<file path="config.mk">
export PLATFORM = sky130hd
export DESIGN_NAME = uart_receiver
export DESIGN_NICKNAME = d
export VERILOG_FILES = /design/src/rtl/uart_pkg.sv /design/src/rtl/uart_sync_edge.sv /design/src/rtl/uart_receiver.sv
export SDC_FILE = /design/constraint.sdc
export NUM_CORES = 1
export LEC_CHECK = 0
export BUFFER_PORTS_ARGS = -buffer_cell sky130_fd_sc_hd__buf_2
export CAP_MARGIN = 0
export CORE_UTILIZATION = 27
export DETAILED_ROUTE_END_ITERATION = 7
export GPL_ROUTABILITY_DRIVEN = 0
export HOLD_SLACK_MARGIN = 0.1
export PLACE_DENSITY = 0.45
export SLEW_MARGIN = 20
export SYNTH_ARGS = -nofsm -noshare
export SYNTH_HDL_FRONTEND = slang
export SYNTH_SLANG_ARGS = --single-unit
</file>
<file path="constraint.sdc">
create_clock -name sysclk -period 1.8 [get_ports sysclk]
set_input_delay 0.18 -clock sysclk [delete_from_list [all_inputs] [get_ports sysclk]]
set_output_delay 0.18 -clock sysclk [all_outputs]
set_load 0.02 [all_outputs]
</file>
<file path="src/rtl/uart_pkg.sv">
// Shared UART definitions: FSM state encoding and oversampling constants,
// common to the receiver and the future transmitter.
package uart_pkg;

    localparam int DATA_BITS_DEF  = 8;
    localparam int OVERSAMPLE_DEF = 16;
    localparam int MID_SAMPLE     = 7;
    localparam int BIT_SAMPLE     = 15;

    typedef enum logic [2:0] {
        IDLE,
        START,
        DATA,
        PARITY,
        STOP
    } uart_state_t;

endpackage

</file>
<file path="src/rtl/uart_sync_edge.sv">
// Multi-flop synchroniser for an asynchronous level, with an optional
// single-cycle pulse on each rising edge of the synchronised signal.
module uart_sync_edge #(
    parameter int STAGES    = 2,
    parameter bit EDGE_EN   = 1'b1,
    parameter bit RESET_VAL = 1'b1
) (
    input  logic clk,
    input  logic rst_n,
    input  logic din,
    output logic level,
    output logic rise
);

    logic [STAGES-1:0] sync_q;

    always_ff @(posedge clk or negedge rst_n) begin
        if (!rst_n) begin
            // NOTE: flops preset to the idle level, so reset release never looks like an edge.
            sync_q <= {STAGES{RESET_VAL}};
        end else begin
            sync_q <= {sync_q[STAGES-2:0], din};
        end
    end

    assign level = sync_q[STAGES-1];

    generate
        if (EDGE_EN) begin : g_edge
            logic delay_q;

            always_ff @(posedge clk or negedge rst_n) begin
                if (!rst_n) begin
                    delay_q <= RESET_VAL;
                end else begin
                    delay_q <= sync_q[STAGES-1];
                end
            end

            assign rise = sync_q[STAGES-1] & ~delay_q;
        end else begin : g_level
            assign rise = 1'b0;
        end
    endgenerate

endmodule

</file>
<file path="src/rtl/uart_receiver.sv">
// 16x-oversampled UART receiver with valid/ack holding register, framing
// and overrun status. Define UART_RX_PARITY_EN to add an even-parity bit.
module uart_receiver
    import uart_pkg::*;
#(
    parameter int DATA_BITS   = DATA_BITS_DEF,
    parameter int OVERSAMPLE  = OVERSAMPLE_DEF,
    parameter int SYNC_STAGES = 2
) (
    input  logic                 sysclk,
    input  logic                 reset,
    input  logic                 brclk,
    input  logic                 rx,
    input  logic                 rx_ack,
    output logic [DATA_BITS-1:0] rx_data,
    output logic                 rx_valid,
    output logic                 rx_overrun,
    output logic                 rx_frame_err,
`ifdef UART_RX_PARITY_EN
    output logic                 rx_parity_err,
`endif
    output logic                 rx_busy
);

    localparam int TW = $clog2(OVERSAMPLE);
    localparam int BW = $clog2(DATA_BITS);

    localparam logic [TW-1:0] MID_CNT  = TW'(OVERSAMPLE / 2 - 1);
    localparam logic [TW-1:0] LAST_CNT = TW'(OVERSAMPLE - 1);
    localparam logic [BW-1:0] LAST_BIT = BW'(DATA_BITS - 1);

    logic tick;
    logic rx_s;
    logic br_level_unused;
    logic rx_rise_unused;

    uart_state_t          state_q,    state_d;
    logic [TW-1:0]        tick_cnt_q, tick_cnt_d;
    logic [BW-1:0]        bit_cnt_q,  bit_cnt_d;
    logic [DATA_BITS-1:0] shift_q,    shift_d;
    logic                 stop_ok;
    logic                 stop_bad;
`ifdef UART_RX_PARITY_EN
    logic                 par_bad_q,  par_bad_d;
`endif

    uart_sync_edge #(
        .STAGES    (SYNC_STAGES),
        .EDGE_EN   (1'b1),
        .RESET_VAL (1'b1)
    ) u_brclk_sync (
        .clk   (sysclk),
        .rst_n (reset),
        .din   (brclk),
        .level (br_level_unused),
        .rise  (tick)
    );

    uart_sync_edge #(
        .STAGES    (SYNC_STAGES),
        .EDGE_EN   (1'b0),
        .RESET_VAL (1'b1)
    ) u_rx_sync (
        .clk   (sysclk),
        .rst_n (reset),
        .din   (rx),
        .level (rx_s),
        .rise  (rx_rise_unused)
    );

    always_comb begin
        // NOTE: every signal gets a default first, so no path can infer a latch.
        state_d    = state_q;
        tick_cnt_d = tick_cnt_q;
        bit_cnt_d  = bit_cnt_q;
        shift_d    = shift_q;
        stop_ok    = 1'b0;
        stop_bad   = 1'b0;
`ifdef UART_RX_PARITY_EN
        par_bad_d  = par_bad_q;
`endif

        if (tick) begin
            unique case (state_q)
                IDLE: begin
                    if (!rx_s) begin
                        tick_cnt_d = '0;
                        state_d    = START;
                    end
                end

                START: begin
                    if (tick_cnt_q == MID_CNT) begin
                        tick_cnt_d = '0;
                        if (!rx_s) begin
                            bit_cnt_d = '0;
                            state_d   = DATA;
                        end else begin
                            state_d   = IDLE;
                        end
                    end else begin
                        tick_cnt_d = tick_cnt_q + 1'b1;
                    end
                end

                DATA: begin
                    tick_cnt_d = tick_cnt_q + 1'b1;
                    if (tick_cnt_q == LAST_CNT) begin
                        shift_d   = {rx_s, shift_q[DATA_BITS-1:1]};
                        bit_cnt_d = bit_cnt_q + 1'b1;
                        if (bit_cnt_q == LAST_BIT) begin
`ifdef UART_RX_PARITY_EN
                            state_d = PARITY;
`else
                            state_d = STOP;
`endif
                        end
                    end
                end

`ifdef UART_RX_PARITY_EN
                PARITY: begin
                    tick_cnt_d = tick_cnt_q + 1'b1;
                    if (tick_cnt_q == LAST_CNT) begin
                        par_bad_d = ^{shift_q, rx_s};
                        state_d   = STOP;
                    end
                end
`endif

                STOP: begin
                    tick_cnt_d = tick_cnt_q + 1'b1;
                    if (tick_cnt_q == LAST_CNT) begin
                        stop_ok  = rx_s;
                        stop_bad = ~rx_s;
                        state_d  = IDLE;
                    end
                end

                default: begin
                    state_d = IDLE;
                end
            endcase
        end
    end

    always_ff @(posedge sysclk or negedge reset) begin
        if (!reset) begin
            state_q    <= IDLE;
            tick_cnt_q <= '0;
            bit_cnt_q  <= '0;
            shift_q    <= '0;
`ifdef UART_RX_PARITY_EN
            par_bad_q  <= 1'b0;
`endif
        end else begin
            // NOTE: non-blocking so every flop updates from pre-edge values.
            state_q    <= state_d;
            tick_cnt_q <= tick_cnt_d;
            bit_cnt_q  <= bit_cnt_d;
            shift_q    <= shift_d;
`ifdef UART_RX_PARITY_EN
            par_bad_q  <= par_bad_d;
`endif
        end
    end

    // Holding register: a completing frame takes priority over the ack,
    // and an ack in that same cycle only suppresses the overrun.
    always_ff @(posedge sysclk or negedge reset) begin
        if (!reset) begin
            rx_data       <= '0;
            rx_valid      <= 1'b0;
            rx_overrun    <= 1'b0;
            rx_frame_err  <= 1'b0;
`ifdef UART_RX_PARITY_EN
            rx_parity_err <= 1'b0;
`endif
        end else begin
            rx_frame_err <= stop_bad;
`ifdef UART_RX_PARITY_EN
            rx_parity_err <= (stop_ok | stop_bad) & par_bad_q;
`endif
            if (stop_ok) begin
                rx_data  <= shift_q;
                rx_valid <= 1'b1;
                if (rx_valid && !rx_ack) begin
                    rx_overrun <= 1'b1;
                end else if (rx_valid && rx_ack) begin
                    rx_overrun <= 1'b0;
                end
            end else if (rx_ack && rx_valid) begin
                rx_valid   <= 1'b0;
                rx_overrun <= 1'b0;
            end
        end
    end

    assign rx_busy = (state_q != IDLE);

endmodule

</file>
Yosys cells after proc, flatten, opt, wreduce, memory -nomap -nowiden
Index checks and enable logic that the tools add are counted.
{ "word_totals": {"reg_bits": 34, "inputBits": 5, "output_inout_bits": 12, "wordCells": 66} }
{ "classes": {"addsub": 2, "eq_ne": 12, "n_mux": 25, "n_bitwise": 3, "reduce_logical": 13} }
{ "op_table": {"columns": ["op", "count"], "rows": [
  ["$mux W3", 8],
  ["$ne A2 B2 Y1 const B", 6],
  ["$pmux W3 S4", 1],
  ["$pmux W4 S3", 1],
  ["$mux W1", 11],
  ["$mux W4", 2],
  ["$eq A3 B3 Y1 const B", 2],
  ["$pmux W3 S2", 1],
  ["$reduce_and A3 Y1", 2],
  ["$reduce_and A6 Y1", 1],
  ["$reduce_bool A3 Y1", 2],
  ["$reduce_and A5 Y1", 1],
  ["$add A4 B1 Y4 const B", 1],
  ["$eq A4 B3 Y1 const B", 1],
  ["$eq A4 B4 Y1 const B", 1],
  ["$reduce_bool A2 Y1", 2],
  ["$add A3 B1 Y3 const B", 1],
  ["$eq A3 B1 Y1 const B", 1],
  ["$eq A3 B2 Y1 const B", 1],
  ["$logic_not A3 Y1", 1],
  ["$logic_and A1 B1 Y1", 2],
  ["$mux W2", 1],
  ["$not A1 Y1", 2],
  ["$reduce_or A2 Y1", 1],
  ["2 further kinds", 2]
]} }

Longest topological paths before layout
Gate-level depths: netlist (run 1).
{ "logic_depth": {"ltp_word": 5, "mapped_depth": 7, "mapped_depth_nobuf": 5} }

Hierarchy
A second synthesis (run 1) with hierarchy kept.
{ "hier_totals": {"hier_cells": 119, "area_unflattened_um2": 1592.8} }
{ "modules_own_cells": {"columns": ["module", "n_inst", "cells_per_inst", "area_each_um2"], "rows": [
  ["uart_receiver", 1, 111, 1436.4],
  ["uart_sync_edge at u_brclk_sync", 1, 4, 92.6],
  ["uart_sync_edge at u_rx_sync", 1, 4, 63.8]
]} }

Least setup slack after synthesis (run 1)
No wires, ideal clock.
{ "synth_path": {"kind": "register to register", "start": "register tick_cnt_q[0]", "end": "register shift_q[0]", "t_arrival_ps": 1596, "required_ps": 1675, "path_slack_ps": 80, "path_stages_with_launch": 8, "n_path_buf": 2, "cell_sequence": "dfrtp_1 ha_1 clkbuf_2 nand3_1 nor2_1 and3_1 buf_2 mux2_2"} }
{ "synth_between": {"elab_chain_len": 2} }
{ "synth_rtl": {"columns": ["element", "line_no", "rtl"], "rows": [
  ["start, declared", "uart_receiver.sv:38", "logic [TW-1:0] tick_cnt_q, tick_cnt_d;"],
  ["start signal, assigned", "uart_receiver.sv:159", "tick_cnt_q <= tick_cnt_d;"],
  ["$eq A4 B4 Y1", "uart_receiver.sv:108", "if (tick_cnt_q == LAST_CNT) begin"],
  ["$reduce_and A3 Y1 (no source line)", null, null],
  ["end signal, assigned", "uart_receiver.sv:161", "shift_q <= shift_d;"],
  ["end, declared", "uart_receiver.sv:40", "logic [DATA_BITS-1:0] shift_q, shift_d;"]
]} }
No other way between the ends.
A chain may end at the register's enable or synchronous reset.

Final worst setup path (run 1)
{ "layout_path": {"start": "register state_q[0]", "end": "register state_q[2]"} }
{ "layout_between": {"elab_chain_len": 3, "word_cells_on_any_way": 11} }
{ "layout_rtl": {"columns": ["element", "line_no", "rtl"], "rows": [
  ["start, declared", "uart_receiver.sv:37", "uart_state_t state_q, state_d;"],
  ["start signal, assigned", "uart_receiver.sv:158", "state_q <= state_d;"],
  ["$eq A3 B2 Y1 (tied with other cells)", "uart_receiver.sv:84", "unique case (state_q)"],
  ["$ne A2 B2 Y1 (no source line)", null, null],
  ["$reduce_and A6 Y1 (no source line)", null, null]
]} }
Several ways; a longest one is shown, not always the timed one.

==> results of run 1 <==
[critical path: stages, from the launching register on]
cell,delay [ns]
dfrtp_1,0.41
buf_4,0.19
or4_1,0.53
o2111ai_2,0.13
nand4_1,0.14
o211ai_1,0.21
[state kept, by name, indices dropped and copies added (netlist names), named ones only]
register / count
rx_data: 8
shift_q: 8
tick_cnt_q: 4
bit_cnt_q: 3
state_q: 3
u_brclk_sync.sync_q: 2
u_rx_sync.sync_q: 2
rx_frame_err: 1
rx_valid: 1
u_brclk_sync.g_edge.delay_q: 1
[area by class of cell]
cell class,count,share of cell area
Tap cell,72,0.0466
Sequential cell,34,0.443
Inverter,7,0.0136
Clock inverter,3,0.0110
Timing Repair Buffer,32,0.117
Clock buffer,5,0.0356
Multi-Input combinational cell,83,0.333
[logic make-up after synthesis]
family | Yosys count | share of synthesized area
AOI/OAI and AO/OA | 19 | 0.0789
muxes | 19 | 0.140
and+or+nand+nor | 41 | 0.152
adders and majority gates | 4 | 0.0300
DFF | 34 | 0.541
buffers and inverters | 15 | 0.0584
[what timing repair did]
action,CTS,global route
hold endpoints to repair,32,0
hold buffers,4,0
buffers inserted,0,2
endpoints found under the setup margin,0,9
resized for setup,0,3
[how the worst max path moves through the flow]
| stage | start | endpoint | cells past startpoint |
|---|---|---|---|
| 5_1_grt | state_q[0]$_DFFE_PN0P_ | state_q[2]$_DFFE_PN0P_ | 5 |
| 4_1_cts | state_q[0]$_DFFE_PN0P_ | state_q[2]$_DFFE_PN0P_ | 5 |
| 2_1_floorplan | tick_cnt_q[0]$_DFFE_PN0P_ | shift_q[0]$_DFFE_PN0P_ | 7 |
| 3_3_place_gp | tick_cnt_q[1]$_DFFE_PN0P_ | shift_q[4]$_DFFE_PN0P_ | 6 |
| 6_report | state_q[0]$_DFFE_PN0P_ | state_q[2]$_DFFE_PN0P_ | 5 |
| 3_5_place_dp | state_q[0]$_DFFE_PN0P_ | state_q[2]$_DFFE_PN0P_ | 5 |
[metal layers]
metal,wire (um),vias up
li1,-,535
met1,1410,561
met2,1430,28
met3,156,5
met4,29,0
met5,0,-
[cells in the final DEF, fill, tap and decap left out, types with 4 or more instances in the layout]
| cell | count |
|---|---|
| dlygate4sd3_1 | 4 |
| clkbuf_8 | 5 |
| mux2_2 | 17 |
| a21oi_1 | 5 |
| buf_4 | 10 |
| nand3_1 | 8 |
| buf_2 | 16 |
| dfstp_2 | 5 |
| dfrtp_1 | 29 |
| nor2_1 | 6 |
| inv_1 | 7 |
| nand2_1 | 7 |
[report_power, final]
group	switching [mW]	internal, mW
logic	0.317	0.281
clock network	0.294	0.272
registers	0.0816	0.832
total	0.693	1.39
==> impl_metrics.ini, run 1 <==
[routing]
vias = 1129
postRouteAntennaNets = 0
viasPerCell = 4.78
drt_iter0_markers = 154
drt_wl_total_um = 3030
drc = 0
avgRoutedWirePerCell_um = 12.8
drtPass1Iterations = 4

[setup_path]
r2r-end = state_q[2]$_DFFE_PN0P_
crit_type = register to register
crit_fanout = 11
endpoint_kind = register
ff2ff_setup_slack_ns = 0.09
worst_ep_required_time_ns = 1.99
cp.arrival_ns = 1.90
worstReg2RegStart = state_q[0]$_DFFE_PN0P_
crit_path_start_kind = register
rr_worst_depth = 5

[clock_network]
cts_root_buf = clkbuf_8
cts_buffer_depth = 2
cts_sinks = 34
cts_buffers = 5
h-tree-depth = 2
clkTransAtPathRegs_ns = 0.07
cts_tree = done
clkLatencyLatePin_ns = 0.28

[timing]
finalCriticalPeriod_ns = 1.71
slew_violations = 0
rsz0062_at_grt = false
max_freq_ghz = 0.585
slew_headroom = 0.507
setup_tns_ns = 0
tightest_slew_ns = 0.740
fin_ws_ns = 0.0919
finalSetupViolCount = 0
fin_crit_sh = 0.949
skew_ns = 0.00701
hold_violations = 0
hold_ws_ns = 0.358

[global_routing]
grt_pass1_vias = 1108
track_usage = 0.114
gr-usage-met3 = 0.0395
gr-usage-met1 = 0.145
grtUsageMet2 = 0.177
antenna_found_initial = 0
grt_pass1_wl_um = 5410
gr-total-overflow = 0
busiest_layer = met2
grt_start_max_net_pins = 35

[worst_hold_path]
holdPathStages = 0
hold-path-endpoint = u_brclk_sync.sync_q[1]$_DFF_PN1_
hold_class = register to register
min-delay-start = u_brclk_sync.sync_q[0]$_DFF_PN1_

[flow_run]
max_cap_violations = 0

[floorplan]
die_area_sq_um = 6180
fp.dieW_um = 78.6
start_util = 0.284
ios = 17
fp-row-count = 27
core_sq_um = 5570
fp.dieH_um = 78.6

[cells_and_area]
drive_gt1_frac = 0.402
fin_cells = 236
n_antenna_cell = 0
fillerInstances = 576
multi_input_area_sq_um = 644
utilization = 0.347
final_area_sq_um = 1930
synthToLayoutAreaGrowth_pct = 22.0
regArea_sq_um = 857
nNetsFinal = 171

[placement]
dp_cells = 222
place_ws_ns = 0.0652
place_area_sq_um = 1780
numPortBuffers = 16
dp_hpwl_um = 2060

[synthesis]
seq_area_frac_synth = 0.541
synth_flop_cell = dfrtp_1
yosysWarnings = 0
async_flop_share = 1.00
ys_top_cells_by_count = dfrtp_1, mux2_2, nand3_1
yosys.area.top_type_share = 0.458
syn_area_sq_um = 1590
synth_edf_count = 0
synth_cell_types = 41
synth_fp_nets = 140
synth_top_cell_by_area = dfrtp_1
synth_seq_cells = 34
syn_inst = 132
postSynthAreaPerCell_sq_um = 12.0
yosysMostFrequentCell = dfrtp_1
synth.area.top_cells = dfrtp_1, mux2_2, dfstp_2

[power_and_ir_drop]
ir_drop_uv = 422
power.total_mw = 2.08
power_density_nw_per_um2 = 1070
p_leak_nw = 0.953

[run_status]
outcome = finished clean
Note: power is estimated with default switching activity, not from simulation.
==> run 2: changes to the inputs <==
--- a/config.mk
+++ b/config.mk
@@ -14,2 +14,3 @@
 export PLACE_DENSITY = 0.45
+export SKIP_CTS_REPAIR_TIMING = 1
 export SLEW_MARGIN = 20
==> constraint.sdc (replaced) <==
create_clock -name sysclk -period 1.8 [get_ports sysclk]
set_input_delay 0 -clock sysclk [delete_from_list [all_inputs] [get_ports sysclk]]
set_output_delay 0 -clock sysclk [all_outputs]
set_load 0.02 [all_outputs]
==> impl_metrics.ini, run 2 (synthesis gave the netlist of run 1 again) <==
[global_routing]
antenna_found_initial = 0
grt_pass1_wl_um = 5410
grt_start_max_net_pins = 35
grt_pass1_vias = 1108
gr-total-overflow = 0
track_usage = 0.114

[placement]
dp_hpwl_um = 2060
dp_cells = 222
numPortBuffers = 16
place_ws_ns = 0.0652

[power_and_ir_drop]
power_density_nw_per_um2 = 1070
p_leak_nw = 0.953
power.total_mw = 2.08
ir_drop_uv = 420

[cells_and_area]
regArea_sq_um = 857
multi_input_area_sq_um = 644
n_antenna_cell = 0
synthToLayoutAreaGrowth_pct = 22.0
final_common_cell = dfrtp_1
fin_cells = 236
nNetsFinal = 171
layout_common_cells = dfrtp_1, mux2_2, buf_2
drive_gt1_frac = 0.402
fillerInstances = 575
largestRegisters = rx_data (8), shift_q (8), tick_cnt_q (4)

[timing]
setup_tns_ns = 0
slew_headroom = 0.506
rsz0062_at_grt = false
fin_crit_sh = 0.949
finalCriticalPeriod_ns = 1.71
skew_ns = 0.00701
slew_violations = 0
tightest_slew_ns = 0.742
hold_ws_ns = 0.305
hold_violations = 0
finalSetupViolCount = 0
max_freq_ghz = 0.586
fin_ws_ns = 0.0921

[setup_path]
crit_fanout = 11
crit_type = register to register
worst_ep_required_time_ns = 1.99
endpoint_kind = register
crit_path_start_kind = register
cp.arrival_ns = 1.90

[clock_network]
cts_buffer_depth = 2
cts_root_buf = clkbuf_8
clkLatencyLatePin_ns = 0.28
clkTransAtPathRegs_ns = 0.07
cts_tree = done
cts_sinks = 34
h-tree-depth = 2
cts_buffers = 5

[run_status]
outcome = finished clean

[floorplan]
fp.dieH_um = 78.6
die_area_sq_um = 6180
start_util = 0.284
core_sq_um = 5570
ios = 17
fp.dieW_um = 78.6
fp-row-count = 27

[routing]
drt_wl_total_um = 3010
drc = 0
vias = 1128
avgRoutedWirePerCell_um = 12.8
drtPass1Iterations = 4
viasPerCell = 4.78
postRouteAntennaNets = 0
drt_iter0_markers = 157

[flow_run]
max_cap_violations = 0

[worst_hold_path]
hold_class = primary input to async pin
run 2: area by class of cell:
type | count | share of cell area
Sequential cell | 34 | 0.443
Inverter | 7 | 0.0136
Timing Repair Buffer | 32 | 0.117
Tap cell | 72 | 0.0466
Multi-Input combinational cell | 83 | 0.333
Clock buffer | 5 | 0.0356
Clock inverter | 3 | 0.0110
run 2: power by group:
group          internal [mW]  total [mW]  switching, mW
sequential             0.832       0.914         0.0817
clock                  0.272       0.566          0.294
combinational          0.281       0.598          0.316
run 2: stage by stage:
stage | util | instance area, sq um
global route | 0.347 | 1930
detailed placement | 0.319 | 1780
floorplan | - | 1590
global placement | 0.319 | 1780
finish | 0.347 | 1930
CTS | 0.335 | 1870
run 2: path summary, 6_finish.rpt:
check | start | endpoint | slack (ns) | depth (start not counted)
max | state_q[0]$_DFFE_PN0P_ | state_q[2]$_DFFE_PN0P_ | 0.09 | 5
min in group sysclk | brclk | u_brclk_sync.sync_q[0]$_DFF_PN1_ | 0.36 | 2
min reg2reg | u_brclk_sync.sync_q[0]$_DFF_PN1_ | u_brclk_sync.sync_q[1]$_DFF_PN1_ | 0.36 | 0
max reg2reg | state_q[0]$_DFFE_PN0P_ | state_q[2]$_DFFE_PN0P_ | 0.09 | 5
max in group asynchronous | reset | state_q[2]$_DFFE_PN0P_ | 1.01 | 2
min | reset | tick_cnt_q[2]$_DFFE_PN0P_ | 0.31 | 2
run 2: critical path: stages, from the launching register on:
cell and delay [ns]:
dfrtp_1 0.41, buf_4 0.19, or4_1 0.53, o2111ai_2 0.13
nand4_1 0.14, o211ai_1 0.21
run 2: metal layers:
layer	up-vias	routed length [um]	track usage
li1	535	-	-
met1	556	1370	0.145
met2	32	1440	0.177
met3	5	169	0.0407
met4	0	29	0.0426
met5	-	0	0
==> run 3: changes to the inputs <==
Settings changed: MAX_ROUTING_LAYER from default to met4.
==> impl_metrics.ini, run 3 (synthesis gave the netlist of run 1 again) <==
[global_routing]
antenna_found_initial = 0
gr-usage-met1 = 0.147
grtUsageMet2 = 0.177
grt_pass1_vias = 1111
track_usage = 0.117
grt_start_max_net_pins = 35
busiest_layer = met2
gr-total-overflow = 0
gr-usage-met3 = 0.0372
grt_pass1_wl_um = 5420

[run_status]
outcome = finished clean

[timing]
tightest_slew_ns = 0.742
slew_headroom = 0.506
skew_ns = 0.00698
rsz0062_at_grt = false
fin_crit_sh = 0.949
hold_violations = 0
finalCriticalPeriod_ns = 1.71
setup_tns_ns = 0
max_freq_ghz = 0.585
slew_violations = 0
finalSetupViolCount = 0

[setup_path]
crit_type = register to register
crit_path_start_kind = register
cp.arrival_ns = 1.90
crit_fanout = 11
worst_ep_required_time_ns = 1.99
endpoint_kind = register

[flow_run]
max_cap_violations = 0

[routing]
drc = 0
avgRoutedWirePerCell_um = 12.8
drt_wl_total_um = 3020
postRouteAntennaNets = 0
vias = 1127
viasPerCell = 4.78
drt_iter0_markers = 149
drtPass1Iterations = 4

[floorplan]
start_util = 0.284
ios = 17
core_sq_um = 5570
fp.dieH_um = 78.6
fp-row-count = 27
fp.dieW_um = 78.6
die_area_sq_um = 6180

[cells_and_area]
fillerInstances = 575
multi_input_area_sq_um = 644
layout_common_cells = dfrtp_1, mux2_2, buf_2
final_common_cell = dfrtp_1
regArea_sq_um = 857
utilization = 0.347
drive_gt1_frac = 0.402
largestRegisters = rx_data (8), shift_q (8), tick_cnt_q (4)
synthToLayoutAreaGrowth_pct = 22.0
nNetsFinal = 171
n_antenna_cell = 0

[clock_network]
cts_buffers = 5
h-tree-depth = 2
clkLatencyLatePin_ns = 0.28
cts_tree = done
cts_root_buf = clkbuf_8
cts_sinks = 34
clkTransAtPathRegs_ns = 0.07
cts_buffer_depth = 2

[power_and_ir_drop]
power_density_nw_per_um2 = 1070
ir_drop_uv = 420
p_leak_nw = 0.953

[worst_hold_path]
hold_class = primary input to async pin

[placement]
dp_hpwl_um = 2060
numPortBuffers = 16
-- run 3: layer usage --
layer,up-vias,share of wire,wire length [um]
li1,535,-,-
met1,551,0.47,1410
met2,36,0.47,1430
met3,5,0.050,152
met4,0,0.0096,29
met5,-,0,0
-- run 3: path summary, 6_finish.rpt --
check                                                 start                          endpoint  slack, ns  depth (start not counted)
min in group sysclk                                   brclk  u_brclk_sync.sync_q[0]$_DFF_PN1_       0.36                          2
min                                                   reset         tick_cnt_q[2]$_DFFE_PN0P_       0.31                          2
max reg2reg                          state_q[0]$_DFFE_PN0P_            state_q[2]$_DFFE_PN0P_       0.09                          5
min reg2reg                u_brclk_sync.sync_q[0]$_DFF_PN1_  u_brclk_sync.sync_q[1]$_DFF_PN1_       0.36                          0
max                                  state_q[0]$_DFFE_PN0P_            state_q[2]$_DFFE_PN0P_       0.09                          5
max in group asynchronous                             reset            state_q[2]$_DFFE_PN0P_       1.01                          2
-- run 3: critical path, cell delays in order, from the launching register on --
cell,delay (ns)
dfrtp_1,0.41
buf_4,0.19
or4_1,0.53
o2111ai_2,0.13
nand4_1,0.14
o211ai_1,0.22
-- run 3: stage by stage --
step	instance area, sq um	worst slack [ns]	std cells	power [mW]	hold slack [ns]
3_5_place_dp	1780	0.0652	222	1.47	0.108
4_1_cts	1870	0.0338	230	2.05	-0.199
6_report	1930	0.0913	236	2.08	0.305
2_1_floorplan	1590	0.0797	132	1.33	-0.296
5_1_grt	1930	0.000667	236	2.22	0.345
3_3_place_gp	1780	0.0948	222	1.46	0.105
-- run 3: layout make-up --
type                       count  area share
clock buffer                   5      0.0356
clock inverter                 3      0.0110
inverter                       7      0.0136
multi-input combinational     83       0.333
sequential                    34       0.443
tap                           72      0.0466
timing repair buffer          32       0.117
-- run 3: report_power, final --
group	total (mW)	leakage, nW	internal, mW	switching (mW)
sequential	0.915	0.445	0.832	0.0827
combinational	0.597	0.464	0.281	0.316
clock	0.566	0.0441	0.272	0.294
